### src/rtl/slave_mem_wr_arb_pkg.sv
// slave_mem_wr_arb_pkg: default widths and arbiter state encoding shared by the write-port arbiter files.
package slave_mem_wr_arb_pkg;
  localparam int DEF_ADDR_W = 16;
  localparam int DEF_DATA_W = 32;
  localparam int DEF_MASK_W = 4;
  localparam int DEF_LEN_W  = 4;
  typedef enum logic {ARB_IDLE = 1'b0, ARB_BURST = 1'b1} arb_state_e;
endpackage

### src/rtl/slave_mem_wr_arb_rr_pick.sv
// slave_mem_wr_arb_rr_pick: combinational round-robin picker, first requester after i_last wins.
module slave_mem_wr_arb_rr_pick #(
  parameter int N    = 2,
  parameter int ID_W = 1
) (
  input  logic [N-1:0]    i_req,
  input  logic [ID_W-1:0] i_last,
  output logic            o_vld,
  output logic [ID_W-1:0] o_idx
);
  // Scan farthest offset first so the nearest valid requester is assigned last and wins.
  always_comb begin
    o_vld = 1'b0;
    o_idx = '0;
    for (int k = N; k >= 1; k--) begin
      if (i_req[(int'(i_last) + k) % N]) begin
        o_vld = 1'b1;
        o_idx = ID_W'((int'(i_last) + k) % N);
      end
    end
  end
endmodule

### src/rtl/slave_mem_wr_arb.sv
// slave_mem_wr_arb: round-robin, burst-locked arbiter sharing one memory write port between NUM_REQ write queues.
module slave_mem_wr_arb
  import slave_mem_wr_arb_pkg::*;
#(
  parameter int NUM_REQ = 2,
  parameter int ID_W    = 1,
  parameter int ADDR_W  = DEF_ADDR_W,
  parameter int DATA_W  = DEF_DATA_W,
  parameter int MASK_W  = DEF_MASK_W,
  parameter int LEN_W   = DEF_LEN_W
) (
  input  logic                      i_clk,
  input  logic                      i_rst_n,
  input  logic [NUM_REQ-1:0]        i_req_valid,
  input  logic [NUM_REQ*ADDR_W-1:0] i_req_addr,
  input  logic [NUM_REQ*DATA_W-1:0] i_req_data,
  input  logic [NUM_REQ*MASK_W-1:0] i_req_mask,
  input  logic [NUM_REQ*LEN_W-1:0]  i_req_len,
  output logic [NUM_REQ-1:0]        o_req_ready,
  output logic                      o_mem_wr_vld,
  output logic [ADDR_W-1:0]         o_mem_wr_addr,
  output logic [DATA_W-1:0]         o_mem_wr_data,
  output logic [MASK_W-1:0]         o_mem_wr_mask,
  output logic                      o_mem_wr_last,
  input  logic                      i_mem_wr_ready,
  output logic [ID_W-1:0]           o_grant_id,
  output logic                      o_busy,
  output logic                      o_err_len_change
);
  arb_state_e       r_state, w_state_nxt;
  logic [ID_W-1:0]  r_gnt, r_last_gnt, w_gnt_nxt, w_last_gnt_nxt, w_sel, w_gnt;
  logic [LEN_W-1:0] r_beat_cnt, r_burst_len, w_beat_cnt_nxt, w_burst_len_nxt, w_len;
  logic             r_err, w_err_nxt, w_sel_vld, w_burst, w_vld, w_xfer;

  slave_mem_wr_arb_rr_pick #(.N(NUM_REQ), .ID_W(ID_W)) u_pick (
    .i_req  (i_req_valid),
    .i_last (r_last_gnt),
    .o_vld  (w_sel_vld),
    .o_idx  (w_sel)
  );

  assign w_burst = r_state == ARB_BURST;
  assign w_gnt   = w_burst ? r_gnt : w_sel;
  assign w_len   = i_req_len[int'(w_gnt)*LEN_W +: LEN_W];
  // Gated by reset so a valid queue head cannot leak a beat while the arbiter is held in reset.
  assign w_vld   = i_rst_n && (w_burst ? i_req_valid[w_gnt] : w_sel_vld);
  assign w_xfer  = w_vld && i_mem_wr_ready;

  assign o_mem_wr_vld     = w_vld;
  assign o_mem_wr_addr    = i_req_addr[int'(w_gnt)*ADDR_W +: ADDR_W];
  assign o_mem_wr_data    = i_req_data[int'(w_gnt)*DATA_W +: DATA_W];
  assign o_mem_wr_mask    = i_req_mask[int'(w_gnt)*MASK_W +: MASK_W];
  assign o_mem_wr_last    = w_vld && (w_burst ? r_beat_cnt == r_burst_len : w_len == '0);
  assign o_req_ready      = w_xfer ? NUM_REQ'(1) << w_gnt : '0;
  assign o_grant_id       = w_gnt;
  assign o_busy           = i_rst_n && w_burst;
  assign o_err_len_change = r_err;

  always_comb begin
    w_state_nxt     = r_state;
    w_gnt_nxt       = r_gnt;
    w_last_gnt_nxt  = r_last_gnt;
    w_beat_cnt_nxt  = r_beat_cnt;
    w_burst_len_nxt = r_burst_len;
    w_err_nxt       = r_err || (w_burst && i_req_valid[r_gnt] && w_len != r_burst_len);
    if (w_xfer && !w_burst) begin
      if (w_len == '0) begin
        w_last_gnt_nxt = w_sel;
      end else begin
        w_state_nxt     = ARB_BURST;
        w_gnt_nxt       = w_sel;
        w_burst_len_nxt = w_len;
        w_beat_cnt_nxt  = LEN_W'(1);
      end
    end else if (w_xfer) begin
      w_state_nxt    = o_mem_wr_last ? ARB_IDLE : ARB_BURST;
      w_beat_cnt_nxt = o_mem_wr_last ? '0 : r_beat_cnt + LEN_W'(1);
      w_last_gnt_nxt = o_mem_wr_last ? r_gnt : r_last_gnt;
    end
  end

  always_ff @(posedge i_clk or negedge i_rst_n) begin
    if (!i_rst_n) begin
      r_state     <= ARB_IDLE;
      r_gnt       <= '0;
      r_last_gnt  <= ID_W'(NUM_REQ - 1);
      r_beat_cnt  <= '0;
      r_burst_len <= '0;
      r_err       <= 1'b0;
    end else begin
      r_state     <= w_state_nxt;
      r_gnt       <= w_gnt_nxt;
      r_last_gnt  <= w_last_gnt_nxt;
      r_beat_cnt  <= w_beat_cnt_nxt;
      r_burst_len <= w_burst_len_nxt;
      r_err       <= w_err_nxt;
    end
  end
endmodule

### config.mk
export PLATFORM = sky130hd
export DESIGN_NAME = slave_mem_wr_arb
export DESIGN_NICKNAME = d
export VERILOG_FILES = /design/src/rtl/slave_mem_wr_arb_pkg.sv /design/src/rtl/slave_mem_wr_arb_rr_pick.sv /design/src/rtl/slave_mem_wr_arb.sv
export SDC_FILE = /design/constraint.sdc
export NUM_CORES = 1
export LEC_CHECK = 0
export ABC_AREA = 1
export CAP_MARGIN = 5
export CORE_ASPECT_RATIO = 0.5
export CORE_UTILIZATION = 30
export DETAILED_ROUTE_END_ITERATION = 7
export DONT_BUFFER_PORTS = 1
export PLACE_DENSITY_LB_ADDON = 0.15
export SYNTH_ARGS = -nofsm -noshare
export SYNTH_HDL_FRONTEND = slang
export SYNTH_SLANG_ARGS = --single-unit
### constraint.sdc
create_clock -name i_clk -period 4.87 [get_ports i_clk]
set_clock_uncertainty 0.2 [all_clocks]
set_input_delay 0.487 -clock i_clk [delete_from_list [all_inputs] [get_ports i_clk]]
set_output_delay 0.487 -clock i_clk [all_outputs]
set_load 0.01 [all_outputs]
**Word level (Yosys, flattened, before mapping)**

Index checks and enable logic that the tools add are counted.

- Flip-flop bits (word level): 12
- Input port bits: 117
- Output and inout port bits: 59
- Word-level logic and storage cells: 70

- $add $sub $neg: 3
- $lt $le $gt $ge: 4
- Eq/ne operators: 4
- Shift-type cells: 5
- Multiplexer cells: 30
- Bitwise gates (word level): 3
- Reductions and logical operators: 15

Operators with widths:

| kind | number |
|---|---|
| 64-bit by 7-bit indexed part select with 32-bit output | 1 |
| 32-bit by 6-bit indexed part select with 16-bit output | 1 |
| 1-bit two-way mux | 25 |
| 4-bit two-way mux | 4 |
| 8-bit by 4-bit indexed part select with 4-bit output | 2 |
| 1-bit logical AND | 7 |
| 2-bit by 3-bit < comparator with 1-bit output (second input constant) | 2 |
| 4-bit by 1-bit adder with 4-bit output (second input constant) | 1 |
| 4-bit equality test | 1 |
| 4-bit logical NOT | 1 |
| 1-bit by 2-bit < comparator with 1-bit output (second input constant) | 2 |
| 2-bit inequality test (second input constant) | 2 |
| 4-bit inequality test | 1 |
| 2-bit AND reduction | 2 |
| 2-bit nonzero test | 2 |
| 3-bit AND reduction | 1 |
| 1-bit adder (second input constant) | 2 |
| 1-bit bitwise AND (first input constant) | 2 |
| 2-bit two-way mux | 1 |
| 1-bit by 1-bit << shifter with 2-bit output (first input constant) | 1 |
| 1-bit logical NOT | 1 |
| 1-bit logical OR | 1 |
| 1-bit NOT | 1 |

**Logic depth before layout (Yosys ltp)**

Gate-level depths: netlist of run 1.

- Depth after elaboration: 16
- Mapped depth: 12
- Mapped depth without buffers: 12

**By module**

A second synthesis of run 1 with hierarchy kept.

- Cell total of the unflattened synthesis: 297
- Area total of the unflattened synthesis: 1537.7 um2

Modules (own cells, without submodules):

| module | times used | cells an instance | area each (um2) | sequential area each (um2) |
|---|---|---|---|---|
| slave_mem_wr_arb | 1 | 294 | 1522.7 | 301.5 |
| slave_mem_wr_arb_rr_pick | 1 | 3 | 15.0 | 0.0 |

**Worst setup path after synthesis of run 1**

Ideal clock, no wire load.

- Path kind: input-to-output
- Start: input port i_req_valid[0]
- End: output port o_mem_wr_addr[2]
- Data arrival time: 1.478 ns
- Required time: 4.183 ns
- Slack: 2.705 ns
- Stages: 7
- Buffers on the path: 2
- Cell sequence: nand2_1 nand3_4 nand2_4 buf_2 buf_1 nand2_1 nand2_1

- Longest elaborated chain between the ends: 7

Ends and longest elaborated chain:

| what | line | text |
|---|---|---|
| start: declaration | slave_mem_wr_arb.sv:14 | `input logic [NUM_REQ-1:0] i_req_valid,` |
| 1-bit two-way mux (not written as such) (3 in series) | slave_mem_wr_arb_rr_pick.sv:16 | `if (i_req[(int'(i_last) + k) % N]) begin` |
| 1-bit two-way mux | slave_mem_wr_arb_rr_pick.sv:16 |  |
| 1-bit two-way mux (*) | slave_mem_wr_arb_rr_pick.sv:16 |  |
| 1-bit two-way mux (*) | slave_mem_wr_arb.sv:43 | `assign w_gnt = w_burst ? r_gnt : w_sel;` |
| named net o_grant_id | slave_mem_wr_arb.sv:26 | `output logic [ID_W-1:0] o_grant_id,` |
| 32-bit by 6-bit indexed part select with 16-bit output (*) | slave_mem_wr_arb.sv:50 | `assign o_mem_wr_addr = i_req_addr[int'(w_gnt)*ADDR_W +: ADDR_W];` |
| end: declaration | slave_mem_wr_arb.sv:21 | `output logic [ADDR_W-1:0] o_mem_wr_addr,` |

Mark *: on every way through the listed nets, which the timed path passes. The rest lies on a longest branch. The select of a mux whose other input is x is not followed.

**Worst setup path after layout of run 1**

- Start: register r_state
- End: output port o_mem_wr_data[23]

- Longest elaborated chain between the ends: 2

Ends and longest elaborated chain:

| what | line | text |
|---|---|---|
| start: declaration | slave_mem_wr_arb.sv:30 | `arb_state_e r_state, w_state_nxt;` |
| start signal: assignment | slave_mem_wr_arb.sv:91 | `r_state <= w_state_nxt;` |
| 1-bit two-way mux | slave_mem_wr_arb.sv:43 |  |
| named net o_grant_id | slave_mem_wr_arb.sv:26 |  |
| 64-bit by 7-bit indexed part select with 32-bit output | slave_mem_wr_arb.sv:51 | `assign o_mem_wr_data = i_req_data[int'(w_gnt)*DATA_W +: DATA_W];` |
| end: declaration | slave_mem_wr_arb.sv:22 | `output logic [DATA_W-1:0] o_mem_wr_data,` |

The timed path passes the listed nets, and every way through them passes these cells.

==> impl_metrics.csv, run 1 <==
group,metric,value,unit
outcome,outcome,"finished clean",
worst_setup_path,crit_path_top_delay_cell,"sky130_fd_sc_hd__inv_2",
sta,timing.final.crit_share,63.5,%
clocking,postCtsSetupRepairBufs,0,
clocking,cts-root-buf,"sky130_fd_sc_hd__clkbuf_8",
placed_design,place_worst_setup_slack,2.06,ns
detailed_routing,route.detailed.drc,0,
detailed_routing,detail-route-antenna-nets,0,
worst_setup_path,timing.critical_path.to_type,"primary output",
placed_design,area_of_placed_instances,1570,µm²
pwr,netSwitchingFraction,61.5,%
sta,layout_min_cycle_time,3.09,ns
synthesis,cell_accounting_for_the_most_synthesized_area,"sky130_fd_sc_hd__nand2_1",
worst_setup_path,required,4.18,ns
sta,max_slew_violations,0,
clocking,cts_tree,"done",
cells_and_area,layout.cells.most_common,"sky130_fd_sc_hd__nand2_1",
cells_and_area,drive_above_1_share,8.87,%
global_route,grt_remaining_overflow,0,
detailed_routing,post_drt_via_cell_ratio,4.93,
worst_setup_path,crit_start,"r_state$_DFFE_PN0P_",
synthesis,synth_edf_count,0,
synthesis,synth.avg_cell_area,5.32,µm²
global_route,grt_max_degree,60,
sta,finalSetupViolCount,0,
clocking,cts-buffers-inserted,3,
global_route,grt_antenna_before_repair,0,
floorplan,floorplan.die.height,52.5,µm
cells_and_area,syn2layout_area_growth,5.80,%
detailed_routing,wl_per_cell,13.8,µm
detailed_routing,routed-via-count,1716,
synthesis,async_flop_share,100,%
global_route,via_count_of_the_first_global_routing_pass,1347,
pwr,p_leak,0.954,nW
worst_setup_path,worst_ep_arrival_time,2.41,ns
run,drv.max_cap_violation_count,0,
synthesis,synth_mux_area_share,0,%
placed_design,gpl.final_weighted_congestion,0.839,
cells_and_area,postLayoutCellArea,1620,µm²
placed_design,post-dp-hpwl,3840,µm
worst_setup_path,worstSetupPathType,"reg -> out",
floorplan,floorplan.die.width,103,µm
synthesis,yosys_register_bits,12,
cells_and_area,layout.cells.most_common_list,"191 x sky130_fd_sc_hd__nand2_1, 16 x sky130_fd_sc_hd__nand3_1, 11 x sky130_fd_sc_hd__dfrtp_1",
worst_hold_path,hp-class,"in -> reg",
placed_design,io_buffer_count,0,
synthesis,post_synth_xor_area_fraction,4.58,%
clocking,post_cts_hold_buffer_count,1,
detailed_routing,dr.max_layer_used,"met4",
synthesis,synthesis.instances,288,
detailed_routing,dr_wl_met3,326,µm
pwr,cellPowerDensity,653,nW/µm²
synthesis,number_of_distinct_library_cells_after_synthesis,26,
floorplan,io-pin-count,176,
clocking,cts_max_path_buffers,2,
sta,tightest_slew,0.794,ns
sta,grt_setup_unrepaired,"no",
synthesis,postSynthNetCount,406,
synthesis,synth-adder-area-share,0.817,%
pwr,p_comb_share,72.4,%
sta,final_hold_violations,0,
detailed_routing,drt-pass1-iter-count,4,
sta,final.setup.worst_slack,1.78,ns
worst_setup_path,startpoint_type,"register",
floorplan,dieArea,5410,µm²
synthesis,synthesis.area,1530,µm²
global_route,global_route_wire_length_before_repair,6370,µm
pwr,pwr-share-clk,8.9,%
synthesis,largest_family_of_logic_cells_by_synthesized_area,"simple AND/OR/NAND/NOR gates",
worst_setup_path,worst-path-max-fanout,59,
cells_and_area,finish.net_count,401,
detailed_routing,routed-wl-met2,2340,µm
synthesis,yosys_warnings,0,
synthesis,synth_compound_gate_area_share,3.19,%
clocking,cts_sinks,12,
floorplan,core.rowCount,17,
detailed_routing,route.final.wire_length,4820,µm
synthesis,netlist_top_cells_area,"sky130_fd_sc_hd__nand2_1 47%, sky130_fd_sc_hd__dfrtp_1 18%, sky130_fd_sc_hd__nand3_1 5.2%",
pwr,sequentialPowerShare,18.7,%
clocking,cts.htree.levels,1,
synthesis,ys_dominant_reg_cell,"sky130_fd_sc_hd__dfrtp_1",
worst_setup_path,cp_slowest_stage_delay,0.73,ns
clocking,ctsResizeCount,0,
sta,timing.fmax,0.323,GHz
worst_setup_path,regToRegStartpoint,"r_state$_DFFE_PN0P_",
floorplan,starting_density,33.0,%
pwr,internal-power,0.000408,W
global_route,gr-usage-all-layers,15.5,%
synthesis,synth_top_cell_area_share,46.8,%
pwr,net-switching-power,0.000651,W
cells_and_area,insertedDiodeCount,0,
sta,setup-tns-final,0,ns
worst_hold_path,hp-start,"i_req_valid[1]",
pwr,vdd_ir_drop_max,0.183,mV
floorplan,floorplan.core_area,4640,µm²
synthesis,synth_simple_gate_area_share,65.1,%
clocking,skew_pair_late_insertion_delay,0.24,ns
detailed_routing,initialDrtViolationCount,106,
worst_setup_path,path_cells,"inv_2 -> nand3_4 -> nand2_4 -> inv_2 -> nand2_1 -> nand2_1",
synthesis,synth-seq-area-share,19.7,%
clocking,clk_pin_slew,0.05,ns
detailed_routing,wire_length_the_detailed_router_placed_on_met1,2120,µm
sta,slew-limit-headroom,47.0,%
==> critical path, delay by kind of cell, from the launching register on <==
kind,cells,cell delay [ns]
buf+inv,2,0.87
simple gates,4,0.76
flops,1,0.50
==> per-layer routing <==
layer  global-route usage, %  vias up
met4                    3.05        0
met1                    20.9      772
met5                       0        -
met3                    2.93        6
met2                    26.0       69
li1                        -      869
==> cells by family after synthesis <==
group | after synthesis
and+or+nand+nor | 233
AOI/OAI and AO/OA | 9
buffers and inverters | 25
DFF | 12
adders and majority gates | 1
xor gates and xnor gates | 8
==> sequential cells by signal, indices dropped and copies added, names as in the netlist <==
signal,count
r_beat_cnt,4
r_burst_len,4
o_err_len_change,1
r_gnt,1
r_last_gnt,1
r_state,1
==> power groups by stage <==
stage	clock network, W	logic (W)	registers, W
floorplan	0	0.000664	0.000185
global placement	0	0.000750	0.000199
detailed placement	0	0.000765	0.000198
CTS	0.0000980	0.000770	0.000197
global route	0.000102	0.000865	0.000205
finish	0.0000938	0.000767	0.000198
==> synthesized netlist by cell type, types with 4 or more instances <==
cell type	instances
sky130_fd_sc_hd__nand2_1	191
sky130_fd_sc_hd__nand3_1	16
sky130_fd_sc_hd__dfrtp_1	11
sky130_fd_sc_hd__inv_1	10
sky130_fd_sc_hd__nand2_2	7
sky130_fd_sc_hd__buf_2	6
sky130_fd_sc_hd__nand2_4	5
sky130_fd_sc_hd__xnor2_1	5
sky130_fd_sc_hd__nor2_1	4
==> per-stage QoR <==
stage / utilization [%] / total power, W / hold WS [ns] / std cells
after floorplan: - / 0.000849 / -0.00859 / 288
after detailed placement: 33.8 / 0.000963 / -0.00814 / 343
after global placement: 33.8 / 0.000949 / -0.00812 / 343
final: 34.9 / 0.00106 / 0.212 / 348
after global routing: 34.9 / 0.00117 / 0.222 / 348
after CTS: 34.9 / 0.00107 / 0.207 / 348
==> layout make-up <==
class | instances | area (µm²)
multi-input combinational | 251 | 1130
clock buffer | 4 | 45.0
timing repair buffer | 1 | 10.0
inverter | 14 | 52.6
tap | 66 | 82.6
sequential | 12 | 302
fill | 513 | 3020
==> worst paths after layout <==
path	endpoint	slack, ns	cells after the start
hold / removal	r_gnt$_DFFE_PN0P_	0.21	2
max in group asynchronous	r_last_gnt$_DFFE_PN1P_	3.61	1
setup reg to reg	r_last_gnt$_DFFE_PN1P_	2.39	12
setup / recovery	o_mem_wr_data[23]	1.78	6
min in group asynchronous	r_burst_len[3]$_DFFE_PN0P_	0.48	1
hold reg to reg	r_last_gnt$_DFFE_PN1P_	0.30	2
No activity file was read; power rests on OpenSTA's default activity.
==> run 2, diff against run 1 <==
- clock period: 4.87 -> 2.55 ns (I/O delays scaled with it)
==> run 2 against run 1 <==
Worst setup slack worse by 1.6 ns. Worst hold slack got worse by 0.14 ns. Non-clock buffer count grew 2. Wire length up 5.2%. Cell area grew 2.4%. Critical path depth up 4. Sequential power is 93% higher. Largest power group unchanged. First-iteration DRC count shrank 42%.
==> impl_metrics.csv, run 2 (synthesis gave the netlist of run 1 again) <==
group,metric,value,unit
cells_and_area,insertedDiodeCount,0,
worst_setup_path,reg2reg_depth,12,
cells_and_area,syn2layout_area_growth,8.33,%
worst_setup_path,startpoint_type,"register",
pwr,power,0.00207,W
worst_setup_path,crit_family,"simple AND/OR/NAND/NOR gates",
sta,max_slew_violations,0,
detailed_routing,post_drt_via_cell_ratio,4.93,
sta,final_hold_violations,0,
pwr,pwr-share-clk,10.0,%
pwr,net-switching-power,0.00126,W
pwr,netSwitchingFraction,60.6,%
worst_setup_path,worst_ep_arrival_time,1.91,ns
pwr,internal-power,0.000816,W
global_route,gr-usage-all-layers,16.6,%
cells_and_area,layout.cells.most_common,"sky130_fd_sc_hd__nand2_1",
sta,timing.final.crit_share,92.9,%
detailed_routing,wl_per_cell,14.5,µm
cells_and_area,layout.cells.most_common_list,"191 x sky130_fd_sc_hd__nand2_1, 16 x sky130_fd_sc_hd__nand3_1, 11 x sky130_fd_sc_hd__dfrtp_1",
floorplan,core.rowCount,17,
pwr,vdd_ir_drop_max,0.439,mV
floorplan,floorplan.die.height,52.5,µm
clocking,cts_tree,"done",
cells_and_area,nFillCells,519,
clocking,cts_sinks,12,
sta,finalSetupViolCount,0,
worst_hold_path,min_path_cells,3,
floorplan,dieArea,5410,µm²
global_route,grt_remaining_overflow,0,
sta,layout_min_cycle_time,2.37,ns
worst_setup_path,worst_path_most_repeated_cell,"sky130_fd_sc_hd__nand2_1",
sta,final.setup.worst_slack,0.180,ns
pwr,p_comb_share,71.5,%
run,drv.max_cap_violation_count,0,
detailed_routing,drt-pass1-iter-count,4,
placed_design,post-dp-hpwl,4090,µm
worst_setup_path,path_buf_inv,2,
global_route,grt_antenna_before_repair,0,
clocking,skew_pair_late_insertion_delay,0.24,ns
pwr,cellPowerDensity,1250,nW/µm²
clocking,cts_max_path_buffers,2,
detailed_routing,routed-via-count,1727,
worst_hold_path,hp-class,"in -> reg",
cells_and_area,postLayoutCellArea,1660,µm²
worst_setup_path,worstSetupPathType,"reg -> out",
sta,grt_setup_unrepaired,"no",
detailed_routing,route.final.wire_length,5070,µm
floorplan,floorplan.die.width,103,µm
clocking,clk_pin_slew,0.06,ns
global_route,via_count_of_the_first_global_routing_pass,1407,
cells_and_area,drive_above_1_share,9.51,%
worst_setup_path,worst-path-max-fanout,29,
pwr,sequentialPowerShare,18.5,%
floorplan,starting_density,33.0,%
clocking,cts-root-buf,"sky130_fd_sc_hd__clkbuf_8",
cells_and_area,final-seq-area,302,µm²
sta,setup-tns-final,0,ns
cells_and_area,multi_input_comb_area,1140,µm²
floorplan,io-pin-count,176,
sta,slew-limit-headroom,60.4,%
cells_and_area,biggestRegsByFlops,"r_beat_cnt x4, r_burst_len x4",
sta,timing.fmax,0.422,GHz
global_route,global_route_wire_length_before_repair,6890,µm
worst_setup_path,required,2.10,ns
sta,tightest_slew,0.592,ns
pwr,p_leak,0.970,nW
detailed_routing,detail-route-antenna-nets,0,
clocking,cts-buffers-inserted,3,
global_route,grt_max_degree,54,
clocking,postCtsSetupRepairBufs,0,
detailed_routing,initialDrtViolationCount,61,
clocking,cts.htree.levels,1,
outcome,outcome,"finished clean",
worst_setup_path,path_depth,10,
worst_setup_path,cp_slowest_stage_delay,0.47,ns
placed_design,area_of_placed_instances,1570,µm²
worst_setup_path,r2r_slack,0.43,ns
placed_design,io_buffer_count,0,
placed_design,place_worst_setup_slack,0.195,ns
floorplan,floorplan.core_area,4640,µm²
worst_setup_path,timing.critical_path.to_type,"primary output",
cells_and_area,finish.net_count,403,
sta,fin_worst_hold_slack,0.0730,ns
worst_setup_path,crit_path_top_delay_cell,"sky130_fd_sc_hd__dfrtp_1",
placed_design,gpl.final_weighted_congestion,0.866,
worst_setup_path,path_cells,"inv_2 -> nand3_4 -> nand2_8 -> nand2_1 -> nand2_2 -> nor2_4 -> nand2_4 -> nand2_1 -> nand2_1 -> clkinv_1",
detailed_routing,route.detailed.drc,0,
## run 2: cell types whose count changed in the layout (fill, tap and decap cells not counted), sizes merged
cell	previous run	this run
dlygate4sd3	1	2
buf	0	1
## run 2: cell type report
class / instances / share of cell area (%)
Multi-Input combinational cell: 251 / 68.6
Inverter: 14 / 3.32
Tap cell: 66 / 4.98
Clock buffer: 4 / 3.32
Timing Repair Buffer: 3 / 1.66
Sequential cell: 12 / 18.2
## run 2: layer usage
layer | share of wire (%) | track usage, % | vias up
li1 | - | - | 877
met1 | 45 | 22.6 | 778
met2 | 48 | 27.7 | 66
met3 | 6.6 | 2.53 | 6
met4 | 1.2 | 4.23 | 0
met5 | 0 | 0 | -
## run 2: path summary, 6_finish.rpt
kind                                        startpoint                   endpoint
worst max-delay path               r_state$_DFFE_PN0P_              o_mem_wr_last
worst min-delay path                    i_mem_wr_ready     r_last_gnt$_DFFE_PN1P_
worst max register to register     r_state$_DFFE_PN0P_  r_beat_cnt[3]$_DFFE_PN0P_
worst min register to register  r_last_gnt$_DFFE_PN1P_     r_last_gnt$_DFFE_PN1P_
max in group asynchronous                      i_rst_n  r_beat_cnt[3]$_DFFE_PN0P_
min in group asynchronous                      i_rst_n          r_gnt$_DFFE_PN0P_
## run 2: tightest hold or removal path, cell delays in order
cell,delay [ns]
sky130_fd_sc_hd__nand2_4,0.09
sky130_fd_sc_hd__o21ai_1,0.08
sky130_fd_sc_hd__nand2_1,0.05
## run 2: power groups by stage
| stage | logic [W] | registers, W | clock network, W |
|---|---|---|---|
| final | 0.00148 | 0.000383 | 0.000207 |
| after global routing | 0.00166 | 0.000395 | 0.000228 |
| after CTS | 0.00147 | 0.000382 | 0.000214 |
| after detailed placement | 0.00146 | 0.000385 | 0 |
| after global placement | 0.00144 | 0.000384 | 0 |
| after floorplan | 0.00127 | 0.000353 | 0 |
## run 2: repair_timing
item | in CTS | in global routing
hold buffers | 2 | 0
setup endpoints to repair | 52 | 17
endpoints found under the hold margin | 13 | 0
pin swaps | 0 | 0
gates resized for setup | 1 | 1
## run 2: through the flow
stage	std cells	util, %
CTS	350	35.6
global route	350	35.8
finish	350	35.8
floorplan	288	-
global placement	344	33.9
detailed placement	344	33.9
==> run 3, diff against run 2 <==
- clock period: 2.55 -> 2.5 ns (I/O delays scaled with it)
==> run 3 against run 2 <==
Total power up 2.2%. Sequential share of layout area up 0.083 points. Worst setup slack worse by 0.0037 ns. First-iteration DRC count up 41%. Global-route usage down 0.32 points. Die area unchanged. Register-to-register slack worse by 0.05 ns. Worst hold slack worse by 0.071 ns. Clock power up 5%. Combinational power about the same. Largest cell class unchanged.
==> impl_metrics.csv, run 3 (synthesis gave the netlist of run 1 again) <==
group,metric,value,unit
cells_and_area,finish.net_count,402,
worst_setup_path,worst-path-max-fanout,29,
detailed_routing,routed-via-count,1713,
sta,grt_setup_unrepaired,"no",
detailed_routing,post_drt_via_cell_ratio,4.91,
floorplan,floorplan.core_area,4640,µm²
worst_setup_path,startpoint_type,"register",
placed_design,post-dp-hpwl,3980,µm
cells_and_area,layout.cells.most_common_list,"191 x sky130_fd_sc_hd__nand2_1, 16 x sky130_fd_sc_hd__nand3_1, 11 x sky130_fd_sc_hd__dfrtp_1",
cells_and_area,syn2layout_area_growth,7.84,%
placed_design,gpl.final_weighted_congestion,0.883,
clocking,cts_max_path_buffers,2,
cells_and_area,postLayoutCellArea,1650,µm²
sta,slew-limit-headroom,59.6,%
worst_setup_path,timing.critical_path.to_type,"primary output",
clocking,skew_pair_late_insertion_delay,0.24,ns
placed_design,io_buffer_count,0,
cells_and_area,stdcell_count,349,
sta,layout_min_cycle_time,2.32,ns
placed_design,area_of_placed_instances,1570,µm²
pwr,p_leak,0.967,nW
cells_and_area,nFillCells,526,
clocking,cts_sinks,12,
global_route,global_route_wire_length_before_repair,6710,µm
worst_setup_path,path_buf_inv,2,
worst_hold_path,hp-class,"in -> reg",
global_route,grt_remaining_overflow,0,
cells_and_area,insertedDiodeCount,0,
clocking,cts-buffers-inserted,3,
cells_and_area,layout.cells.most_common,"sky130_fd_sc_hd__nand2_1",
detailed_routing,wl_per_cell,14.1,µm
global_route,via_count_of_the_first_global_routing_pass,1402,
detailed_routing,detail-route-antenna-nets,0,
worst_setup_path,path_depth,10,
worst_setup_path,required,2.05,ns
sta,setup-tns-final,0,ns
placed_design,placed_cell_count,344,
sta,timing.fmax,0.430,GHz
clocking,postCtsSetupRepairBufs,0,
worst_setup_path,worstSetupPathType,"reg -> out",
worst_setup_path,reg2reg_depth,12,
worst_setup_path,crit_path_top_delay_cell,"sky130_fd_sc_hd__dfrtp_1",
worst_setup_path,worst_path_most_repeated_cell,"sky130_fd_sc_hd__nand2_1",
outcome,outcome,"finished clean",
floorplan,starting_density,33.0,%
clocking,cts-root-buf,"sky130_fd_sc_hd__clkbuf_8",
detailed_routing,route.detailed.drc,0,
floorplan,floorplan.die.width,103,µm
run,drv.max_cap_violation_count,0,
worst_hold_path,min_path_cells,2,
sta,final_hold_violations,0,
sta,max_slew_violations,0,
clocking,clk_pin_slew,0.06,ns
pwr,cellPowerDensity,1280,nW/µm²
global_route,grt_max_degree,54,
worst_setup_path,path_cells,"inv_4 -> nand3_4 -> nand2_8 -> nand2_1 -> nand2_2 -> nor2_4 -> nand2_4 -> nand2_1 -> nand2_1 -> clkinv_1",
floorplan,core.rowCount,17,
worst_setup_path,crit_family,"simple AND/OR/NAND/NOR gates",
floorplan,floorplan.die.height,52.5,µm
global_route,grt_antenna_before_repair,0,
sta,finalSetupViolCount,0,
detailed_routing,drt-pass1-iter-count,4,
floorplan,io-pin-count,176,
cells_and_area,drive_above_1_share,9.54,%
sta,timing.final.crit_share,92.9,%
worst_setup_path,worst_ep_arrival_time,1.87,ns
pwr,vdd_ir_drop_max,0.386,mV
pwr,power,0.00212,W
detailed_routing,initialDrtViolationCount,86,
global_route,gr-usage-all-layers,16.3,%
cells_and_area,biggestRegsByFlops,"r_beat_cnt x4, r_burst_len x4",
clocking,cts.htree.levels,1,
detailed_routing,route.final.wire_length,4900,µm
floorplan,dieArea,5410,µm²
sta,tightest_slew,0.605,ns
worst_setup_path,cp_slowest_stage_delay,0.49,ns
sta,fin_worst_hold_slack,0.00167,ns
clocking,cts_tree,"done",
[run 3: layout make-up]
cell class              instances  area, µm²  area share (%)
well taps                      66       82.6            5.00
clock buffers                   4       55.1            3.33
inverters                      14       57.6            3.48
multi-input cells             251       1140            68.9
flip-flops and latches         12        302            18.3
repair buffers                  2       17.5            1.06
[run 3: per-stage QoR]
| stage | setup slack (ns) | utilization (%) |
|---|---|---|
| 4_1_cts | 0.0585 | 35.4 |
| 3_5_place_dp | 0.167 | 33.9 |
| 5_1_grt | 0.0254 | 35.6 |
| 2_1_floorplan | 0.576 | - |
| 3_3_place_gp | 0.317 | 33.9 |
| 6_report | 0.176 | 35.6 |
[run 3: path summary, 6_finish.rpt]
kind                                         from                          to  slack [ns]
max in group asynchronous                 i_rst_n  o_err_len_change$_DFF_PN0_        1.46
setup / recovery              r_state$_DFFE_PN0P_               o_mem_wr_last        0.18
setup reg to reg              r_state$_DFFE_PN0P_   r_beat_cnt[3]$_DFFE_PN0P_        0.38
min in group asynchronous                 i_rst_n   r_beat_cnt[0]$_DFFE_PN0P_        0.25
hold reg to reg            r_last_gnt$_DFFE_PN1P_      r_last_gnt$_DFFE_PN1P_        0.29
hold / removal                     i_req_valid[1]           r_gnt$_DFFE_PN0P_       0.002
[run 3: timing repair]
item,in CTS,in global routing
resized for setup,1,2
hold buffers,1,0
gates cloned,0,0
endpoints found under the hold margin,12,0
setup endpoints to repair,52,40
[run 3: worst reg2reg max path: cells and delay by family (launching register included)]
| kind | cells | cell delay, ns |
|---|---|---|
| buffers and inverters | 1 | 0.10 |
| flip-flops | 1 | 0.49 |
| AND/OR/NAND/NOR | 11 | 1.23 |
[run 3: report_power, final]
group / internal, W / switching, W / total, W
Clock: 0.000139 / 0.0000790 / 0.000218
Sequential: 0.000279 / 0.000114 / 0.000393
Combinational: 0.000416 / 0.00109 / 0.00151
[run 3: layer usage]
| layer | track usage [%] | wire, µm |
|---|---|---|
| met5 | 0 | 0 |
| met4 | 5.63 | 60 |
| met3 | 1.20 | 259 |
| met2 | 26.8 | 2370 |
| met1 | 22.7 | 2210 |
==> RTL change, RTL diff (flow settings as in run 2) <==
The package constant `DEF_MASK_W` goes from 4 to 5.
--- a/src/rtl/slave_mem_wr_arb_pkg.sv
+++ b/src/rtl/slave_mem_wr_arb_pkg.sv
@@ -4,3 +4,3 @@
   localparam int DEF_DATA_W = 32;
-  localparam int DEF_MASK_W = 4;
+  localparam int DEF_MASK_W = 5;
   localparam int DEF_LEN_W  = 4;
Ports: changed (resized i_req_mask and o_mem_wr_mask); port bits go from 176 to 179. No check against the original RTL was run, so the function may have changed too.
==> RTL change against run 2 <==
Sequential cell count did not move; core utilization shrank 1.7 points; synthesized area rose by 0.98%; total power increased by 0.64%; wire length is 7.2% lower; worst setup slack lost 3.5 ps; final area rose by 1.4%; count of clock-buffer cells in the layout stayed put; via count up 0.46%; largest power group unchanged; highest routed layer unchanged.
==> RTL change: results (changes against run 2) <==
| Metric | Value |
|---|---|
| Asr flop ratio synth | 1.000 (unchanged) |
| Drt wl/cell | 13.10 microns (-9.5%) |
| Gpl congestion | 0.7935 (-8.3%) |
| Ranking of synthesized cells by area | nand2_1 47%, dfrtp_1 18%, nand3_1 5.2% |
| Max IR drop VDD | 367.6 uV (-16%) |
| Global-route wire length before repair | 6.927 mm (+0.60%) |
| Status | finished, final reports clean |
| Post-DP HPWL | 3.856 mm (-5.7%) |
| Sequential share of the synthesized area | 0.1950 (-0.001912) |
| Pin count of the biggest net entering global routing | 34 (-37%) |
| Static leakage | 0.9830 nW (+1.3%) |
| List of most frequent post-synthesis cells | 192 x nand2_1, 16 x nand3_1, 11 x dfrtp_1 |
| Vias in the first global route | 1381 (-1.8%) |
| Hold WS | 62.49 ps (-10.49 ps) |
| Syn nets | 411 (+1.2%) |
| Hold path endpoint | o_err_len_change$_DFF_PN0_ |
| Hold Startpoint | i_req_valid[0] |
| DRT iter0 DRCs | 77 (+26%) |
| Root buffer cell | clkbuf_8 |
| Global Route Usage Sum | 0.1622 (-0.004143) |
| Via count | 1735 (+0.46%) |
| CP Max Fanout | 33 (+14%) |
| Clk pin slew, worst setup/hold paths | roughly 50 ps |
| Flop2flop setup slack | between 400 and 500 ps |
| Share of layout cells above drive strength 1 | 0.1038 (+0.008736) |
| Class of the worst hold path | input pin to flop |
| Port-buffer cells | 0 (unchanged) |
| Count of cell types in the netlist | 25 (-3.8%) |
| Slew @ Worst Pin | 596.6 ps (+4.120 ps) |
| WP data arrival | about 1900 ps |
| Worst hold path depth | 4 (+1) |
| Initial Util | 0.3135 (-0.01673) |
| Initial antenna violation count | 0 (unchanged) |
| Synth warnings | 0 (unchanged) |
-- RTL change: repair_timing --
action,CTS,global route
hold endpoints to repair,13,0
endpoints found under the setup margin,0,2
gates resized for setup,0,1
hold buffers,2,0
-- RTL change: logic make-up after synthesis --
logic type,Yosys count,synth area share
xor gates and xnor gates,8,0.04531
AOI/OAI and AO/OA,9,0.03156
adders and majority gates,1,0.008089
buffers and inverters,25,0.06472
and+or+nand+nor,236,0.6553
DFF,12,0.1950
-- RTL change: worst max-delay path by stage --
stage                             start               end  cells past startpoint
floorplan           r_state$_DFFE_PN0P_  o_mem_wr_addr[4]                      7
global placement    r_state$_DFFE_PN0P_     o_mem_wr_last                     10
detailed placement  r_state$_DFFE_PN0P_     o_mem_wr_last                     10
CTS                 r_state$_DFFE_PN0P_     o_mem_wr_last                     10
global route        r_state$_DFFE_PN0P_     o_mem_wr_last                     10
finish              r_state$_DFFE_PN0P_     o_mem_wr_last                     10
-- RTL change: critical path: stages, from the launching register on --
cell      delay, ps
dfrtp_1         470
inv_2           180
nand3_4         150
nand2_8         200
nand2_1          90
nand2_2         110
nor2_4           50
nand2_4         100
nand2_1          80
nand2_1         100
clkinv_1        140
-- RTL change: where the power goes --
group | internal, mW | switching (mW)
clock network | 0.111 | 0.0765
registers | 0.274 | 0.105
logic | 0.428 | 1.09
-- RTL change: metrics by stage --
| step | setup slack, ps | std cells | instance area [sq um] | total power, mW | util |
|---|---|---|---|---|---|
| after floorplan | 649.3 | 291 | 1546 | 1.636 | - |
| after global placement | 399.2 | 353 | 1609 | 1.872 | 0.3262 |
| after detailed placement | 342.3 | 353 | 1609 | 1.887 | 0.3262 |
| after CTS | 83.84 | 359 | 1674 | 2.081 | 0.3394 |
| after global routing | -0.9488 | 359 | 1683 | 2.326 | 0.3412 |
| final | 176.7 | 359 | 1683 | 2.086 | 0.3412 |
-- RTL change: routing by layer --
layer	global-route usage	vias up	wire, microns
li1	-	886	-
met1	0.2187	765	2058
met2	0.2763	79	2308
met3	0.01739	5	296
met4	0.05072	0	40
met5	0	-	0
-- RTL change: area by class of cell --
type,count,area [sq um]
Inverter,14,52.55
Multi-Input combinational cell,254,1154
Clock buffer,4,45.04
Timing Repair Buffer,5,42.54
Fill cell,549,3249
Sequential cell,12,301.5
Tap cell,70,87.58
